File: config.mk
export PLATFORM = sky130hd
export DESIGN_NAME = axi_full_rd_m_flat
export DESIGN_NICKNAME = d
export VERILOG_FILES = /design/src/rtl/axi_full_rd_m_if.sv /design/src/rtl/axi_full_rd_m.sv /design/src/flat_wrapper.sv
export SDC_FILE = /design/constraint.sdc
export NUM_CORES = 1
export LEC_CHECK = 0
export ABC_AREA = 1
export CAP_MARGIN = 20
export CELL_PAD_IN_SITES_DETAIL_PLACEMENT = 0
export CELL_PAD_IN_SITES_GLOBAL_PLACEMENT = 1
export CORE_ASPECT_RATIO = 1.75
export CORE_UTILIZATION = 34
export CTS_BUF_LIST = sky130_fd_sc_hd__clkbuf_4
export CTS_CLUSTER_DIAMETER = 150
export CTS_CLUSTER_SIZE = 25
export DETAILED_ROUTE_END_ITERATION = 6
export PLACE_DENSITY_LB_ADDON = 0.1
export REMOVE_ABC_BUFFERS = 1
export SLEW_MARGIN = 25
export SYNTH_ARGS = -nofsm -noshare
export SYNTH_HDL_FRONTEND = slang
export SYNTH_SLANG_ARGS = --single-unit
export TNS_END_PERCENT = 50
File: constraint.sdc
create_clock -name clk -period 3.7 [get_ports clk]
set_input_delay 0.74 -clock clk [delete_from_list [all_inputs] [get_ports clk]]
set_output_delay 0.74 -clock clk [all_outputs]
set_load 0.1 [all_outputs]
File: src/rtl/axi_full_rd_m_if.sv
// Cache-side and AXI4 read-channel signals for the cache-refill read master.
//   master modport : the refill engine (drives req_ready, line_*, AR outputs, rready)
//   slave  modport : the environment (cache + AXI memory slave)
// Cache side : req_valid/req_addr/req_ready, line_valid/line_data/line_err/line_ready
// AXI AR     : araddr, arvalid, arburst, arlen, arsize, arready
// AXI R      : rdata, rresp, rvalid, rlast, rready
interface axi_full_rd_m_if #(
  parameter int LINE_BEATS = 4
) ();
  logic                    req_valid;
  logic [31:0]             req_addr;
  logic                    req_ready;
  logic                    line_valid;
  logic [64*LINE_BEATS-1:0] line_data;
  logic                    line_err;
  logic                    line_ready;
  logic [31:0]             araddr;
  logic                    arvalid;
  logic [1:0]              arburst;
  logic [7:0]              arlen;
  logic [2:0]              arsize;
  logic                    arready;
  logic [63:0]             rdata;
  logic [1:0]              rresp;
  logic                    rvalid;
  logic                    rlast;
  logic                    rready;

  modport master (
    input  req_valid, req_addr, line_ready, arready, rdata, rresp, rvalid, rlast,
    output req_ready, line_valid, line_data, line_err,
           araddr, arvalid, arburst, arlen, arsize, rready
  );

  modport slave (
    output req_valid, req_addr, line_ready, arready, rdata, rresp, rvalid, rlast,
    input  req_ready, line_valid, line_data, line_err,
           araddr, arvalid, arburst, arlen, arsize, rready
  );
endinterface

File: src/rtl/axi_full_rd_m.sv
// Cache-refill AXI4 read master. Takes one miss request, issues a single INCR
// burst of LINE_BEATS 64-bit beats for the line-aligned address, assembles the
// line and returns it with an error flag over a valid/ready handshake.
// Ports:
//   clk  : clock, rising edge
//   rst  : synchronous active-low reset
//   bus  : axi_full_rd_m_if.master (cache request/line + AXI AR/R channels)
module axi_full_rd_m #(
  parameter int LINE_BEATS = 4
) (
  input  logic            clk,
  input  logic            rst,
  axi_full_rd_m_if.master bus
);
  localparam int LINE_BYTES = LINE_BEATS * 8;
  localparam int CW         = $clog2(LINE_BEATS) + 1;
  localparam logic [CW-1:0] LAST_BEAT = CW'(LINE_BEATS - 1);

  typedef enum logic [1:0] {IDLE, AR, R, DONE} state_t;

  state_t                    r_state;
  state_t                    w_next;
  logic [31:0]               r_araddr;
  logic [CW-1:0]             r_cnt;
  logic                      r_err;
  logic [64*LINE_BEATS-1:0]  r_data;
  logic                      w_beat;
  logic                      w_final;

  assign w_beat  = (r_state == R) && bus.rvalid;
  // The beat counter, not rlast, decides when the burst is complete.
  assign w_final = w_beat && (r_cnt == LAST_BEAT);

  always_ff @(posedge clk) begin
    if (!rst) r_state <= IDLE;
    else      r_state <= w_next;
  end

  always_comb begin
    w_next = r_state;
    unique case (r_state)
      IDLE:    if (bus.req_valid)  w_next = AR;
      AR:      if (bus.arready)    w_next = R;
      R:       if (w_final)        w_next = DONE;
      DONE:    if (bus.line_ready) w_next = IDLE;
      default: w_next = IDLE;
    endcase
  end

  always_ff @(posedge clk) begin
    if (!rst) begin
      r_araddr <= '0;
      r_cnt    <= '0;
      r_err    <= 1'b0;
      r_data   <= '0;
    end else begin
      if (r_state == IDLE && bus.req_valid) begin
        r_araddr <= bus.req_addr & ~32'(LINE_BYTES - 1);
        r_cnt    <= '0;
        r_err    <= 1'b0;
      end
      if (w_beat) begin
        for (int unsigned i = 0; i < LINE_BEATS; i++) begin
          if (r_cnt == CW'(i)) r_data[64*i +: 64] <= bus.rdata;
        end
        // Error on a bad response or an rlast that disagrees with the count.
        if ((bus.rresp != 2'b00) || (bus.rlast != (r_cnt == LAST_BEAT)))
          r_err <= 1'b1;
        r_cnt <= r_cnt + 1'b1;
      end
    end
  end

  assign bus.req_ready  = (r_state == IDLE);
  assign bus.arvalid    = (r_state == AR);
  assign bus.rready     = (r_state == R);
  assign bus.line_valid = (r_state == DONE);
  assign bus.line_err   = r_err;
  assign bus.line_data  = r_data;
  assign bus.araddr     = r_araddr;
  assign bus.arburst    = 2'b01;
  assign bus.arlen      = 8'(LINE_BEATS - 1);
  assign bus.arsize     = 3'd3;
endmodule

File: src/flat_wrapper.sv
// flat-port wrapper written by rule: the top's interface ports become plain ports
module axi_full_rd_m_flat 
#(
  parameter int LINE_BEATS = 4
)
  (clk, rst, bus_req_valid, bus_req_addr, bus_line_ready, bus_arready, bus_rdata, bus_rresp, bus_rvalid, bus_rlast, bus_req_ready, bus_line_valid, bus_line_data, bus_line_err, bus_araddr, bus_arvalid, bus_arburst, bus_arlen, bus_arsize, bus_rready);
  axi_full_rd_m_if #(.LINE_BEATS(LINE_BEATS)) bus_i ();
  input  logic clk;
  input  logic rst;
  input wire logic [$bits(bus_i.req_valid)-1:0] bus_req_valid;
  input wire logic [$bits(bus_i.req_addr)-1:0] bus_req_addr;
  input wire logic [$bits(bus_i.line_ready)-1:0] bus_line_ready;
  input wire logic [$bits(bus_i.arready)-1:0] bus_arready;
  input wire logic [$bits(bus_i.rdata)-1:0] bus_rdata;
  input wire logic [$bits(bus_i.rresp)-1:0] bus_rresp;
  input wire logic [$bits(bus_i.rvalid)-1:0] bus_rvalid;
  input wire logic [$bits(bus_i.rlast)-1:0] bus_rlast;
  output wire logic [$bits(bus_i.req_ready)-1:0] bus_req_ready;
  output wire logic [$bits(bus_i.line_valid)-1:0] bus_line_valid;
  output wire logic [$bits(bus_i.line_data)-1:0] bus_line_data;
  output wire logic [$bits(bus_i.line_err)-1:0] bus_line_err;
  output wire logic [$bits(bus_i.araddr)-1:0] bus_araddr;
  output wire logic [$bits(bus_i.arvalid)-1:0] bus_arvalid;
  output wire logic [$bits(bus_i.arburst)-1:0] bus_arburst;
  output wire logic [$bits(bus_i.arlen)-1:0] bus_arlen;
  output wire logic [$bits(bus_i.arsize)-1:0] bus_arsize;
  output wire logic [$bits(bus_i.rready)-1:0] bus_rready;
  assign bus_i.req_valid = bus_req_valid;
  assign bus_i.req_addr = bus_req_addr;
  assign bus_i.line_ready = bus_line_ready;
  assign bus_i.arready = bus_arready;
  assign bus_i.rdata = bus_rdata;
  assign bus_i.rresp = bus_rresp;
  assign bus_i.rvalid = bus_rvalid;
  assign bus_i.rlast = bus_rlast;
  assign bus_req_ready = bus_i.req_ready;
  assign bus_line_valid = bus_i.line_valid;
  assign bus_line_data = bus_i.line_data;
  assign bus_line_err = bus_i.line_err;
  assign bus_araddr = bus_i.araddr;
  assign bus_arvalid = bus_i.arvalid;
  assign bus_arburst = bus_i.arburst;
  assign bus_arlen = bus_i.arlen;
  assign bus_arsize = bus_i.arsize;
  assign bus_rready = bus_i.rready;
  axi_full_rd_m #(.LINE_BEATS(LINE_BEATS)) u_core (.clk(clk), .rst(rst), .bus(bus_i));
endmodule
==> reports/metrics.yaml <==
powerDensity_nw_per_um2: 559
vias: 9683
maxSlewViolCount: 0
cts_tree: "built"
async_reset_ff_frac: 0
maxCapViolCount: 0
cp-start-kind: "flip-flop"
clockBufferDepth: 3
post_cts_buffers: 0
grt_antenna_before_repair: 3
synth_edf_count: 0
arrival_ns: 2.37
holdWs_ns: 0.417
finalClockSkew_ns: 0.0701
finalCritPeriodShare: 0.840
critPathBufInv: 1
synth-seq-area-share: 0.545
required_ns: 2.96
synth_cells: 1323
num_io_pins: 411
highest_layer: "met4"
period_minus_slack_ns: 3.11
post_cts_resize_count: 0
synthTopCellsByArea: "dfxtp_1 54%, nor2_1 16%, o21ai_1 8.7%, buf_6 3.4%, a21oi_1 3.3%"
cts_root_buffer: "clkbuf_4"
dp.cells: 2020
postSynthAreaPerCell_um2: 8.03
yosys.cell_count.top_type: "nor2_1"
slowest_stage: "clkdlybuf4s50_1"
ys_ff_latch: 289
die-area_um2: 32000
holdCritPathClass: "primary input to flip-flop"
start_util: 0.345
route.met2.wl_um: 18800
totalWireLength_um: 36900
holdBufCountCts: 0
viasPerCell: 4.74
slew_headroom: 0.272
drtPass1Iterations: 4
yosys.area.top_type: "dfxtp_1"
clk_pin_slew_ns: 0.25
total_power_mw: 8.15
core_um2: 30700
utilization: 0.475
io_buffer_count: 387
fp.dieW_um: 136
grt_max_degree: 103
grt_first_pass_wirelength_um: 55200
rows: 85
yosysWarnings: 0
dp_hpwl_um: 24100
ir_worst_vdd_uv: 417
fin_nets: 1761
dr_wl_met3_um: 2650
dr.first_iter.drc_count: 436
cp_max_fo: 2
yosys-top-cells-count: "446 x nor2_1, 289 x dfxtp_1, 185 x o21ai_1, 77 x nand2_1, 69 x a21oi_1"
layout-drive-gt1-share: 0.0352
setup_viol: 0
grtUsageTotal: 0.227
synthesis.area_um2: 10600
cts_made_buffers: 15
wl_per_cell_um: 18.1
yosysUniqueCellTypes: 22
fillers: 3087
p_leak_nw: 5.10
status: "finished, final reports clean"
die_h_um: 236
gr-total-overflow: 0
slowest_delay_ns: 1.18
finalNonFillerCells: 2041
fmax_mhz: 322
areaGrowthSynthToFinish_pct: 37.4
drc: 0
htreeDepth: 1
clock_latency_ns: 0.74
worst_setup_path_end_kind: "output pin"
place.gp.congestion: 0.771
ys.flop_type: "dfxtp_1"
rsz0062_at_grt: "false"
wl_met1_um: 14000
hold_viol_final: 0
antenna_left: 0
cp_cell_sequence: "clkdlybuf4s50_1"
tightest_slew_ns: 1.09
grt_pass1_vias: 8987
worstSetupPathType: "flip-flop to output pin"
critPathTopFamily: "buffers and inverters"
clock-sinks: 289
finalSetupTns_ns: 0
synth_top_area_frac: 0.545
logic make-up after synthesis:
| logic type | after synthesis | share of synthesized area |
|---|---|---|
| AND/OR/NAND/NOR | 596 | 0.221 |
| AO/OA/AOI/OAI | 291 | 0.137 |
| flip-flops | 289 | 0.545 |
| buffers and inverters | 135 | 0.0843 |
| adder cells (fa/ha/maj) | 10 | 0.0118 |
| other | 2 | 0.000707 |
state kept, by name, summed over array words and instances (netlist names):
signal and count:
u_core.bus.araddr 27, u_core.bus.line_data 256, u_core.bus.line_err 1, u_core.r_cnt 3
u_core.r_state 2
worst paths after layout:
path | cells after the start | end | slack (ns) | start
hold / removal | 3 | u_core.bus.line_data[116] | 0.42 | rst
hold reg to reg | 2 | u_core.bus.line_data[230] | 0.48 | u_core.bus.line_data[230]
setup reg to reg | 9 | u_core.bus.line_data[16] | 1.41 | u_core.r_state[0]
setup / recovery | 1 | bus_line_data[211] | 0.59 | u_core.bus.line_data[211]
cell type report:
cell class                      count  area [um^2]  area share
Antenna cell                        4         10.0    0.000686
Clock inverter                      2         20.0     0.00137
Tap cell                          391          489      0.0335
Clock buffer                       15          113     0.00772
Sequential cell                   289         5790       0.397
Multi-Input combinational cell    915         4020       0.276
Timing Repair Buffer              405         4070       0.279
Inverter                           20         80.1     0.00549
routing by layer:
| metal | GRT usage | up-vias |
|---|---|---|
| li1 | - | 4868 |
| met1 | 0.253 | 4438 |
| met2 | 0.410 | 323 |
| met3 | 0.0469 | 54 |
| met4 | 0.0923 | 0 |
| met5 | 0 | - |
where the power goes:
group | total (mW) | switching, mW | leakage (nW) | internal, mW
clock | 1.17 | 0.965 | 0.0802 | 0.200
sequential | 3.49 | 0.127 | 2.34 | 3.37
combinational | 3.49 | 2.72 | 2.68 | 0.774
placed cells by master (no fill, tap or decap):
master | Yosys | routed
buf_6 | 32 | 1
conb_1 | 2 | 18
o21ai_0 | 37 | 37
nand3_4 | 0 | 3
buf_12 | 0 | 6
diode_2 | 0 | 4
nand3_1 | 66 | 66
nand2_1 | 77 | 77
a21oi_1 | 69 | 69
clkinv_1 | 1 | 1
or2_2 | 2 | 2
nand2_2 | 2 | 2
clkinv_8 | 0 | 1
buf_4 | 30 | 20
ha_1 | 10 | 9
ha_2 | 0 | 1
clkdlybuf4s50_1 | 0 | 378
o21ai_1 | 185 | 185
inv_1 | 14 | 13
inv_4 | 1 | 1
dfxtp_1 | 289 | 289
inv_2 | 2 | 4
nor2_1 | 446 | 446
clkbuf_4 | 0 | 15
clkinv_2 | 2 | 2
per-stage QoR:
stage	setup slack, ns	instance area (um^2)
final	0.591	14600
after floorplan	-0.0631	9860
after detailed placement	0.952	14400
after global placement	1.02	14400
after CTS	0.503	14600
after global routing	0.482	14600
Note: power is estimated with default switching activity, not from simulation.
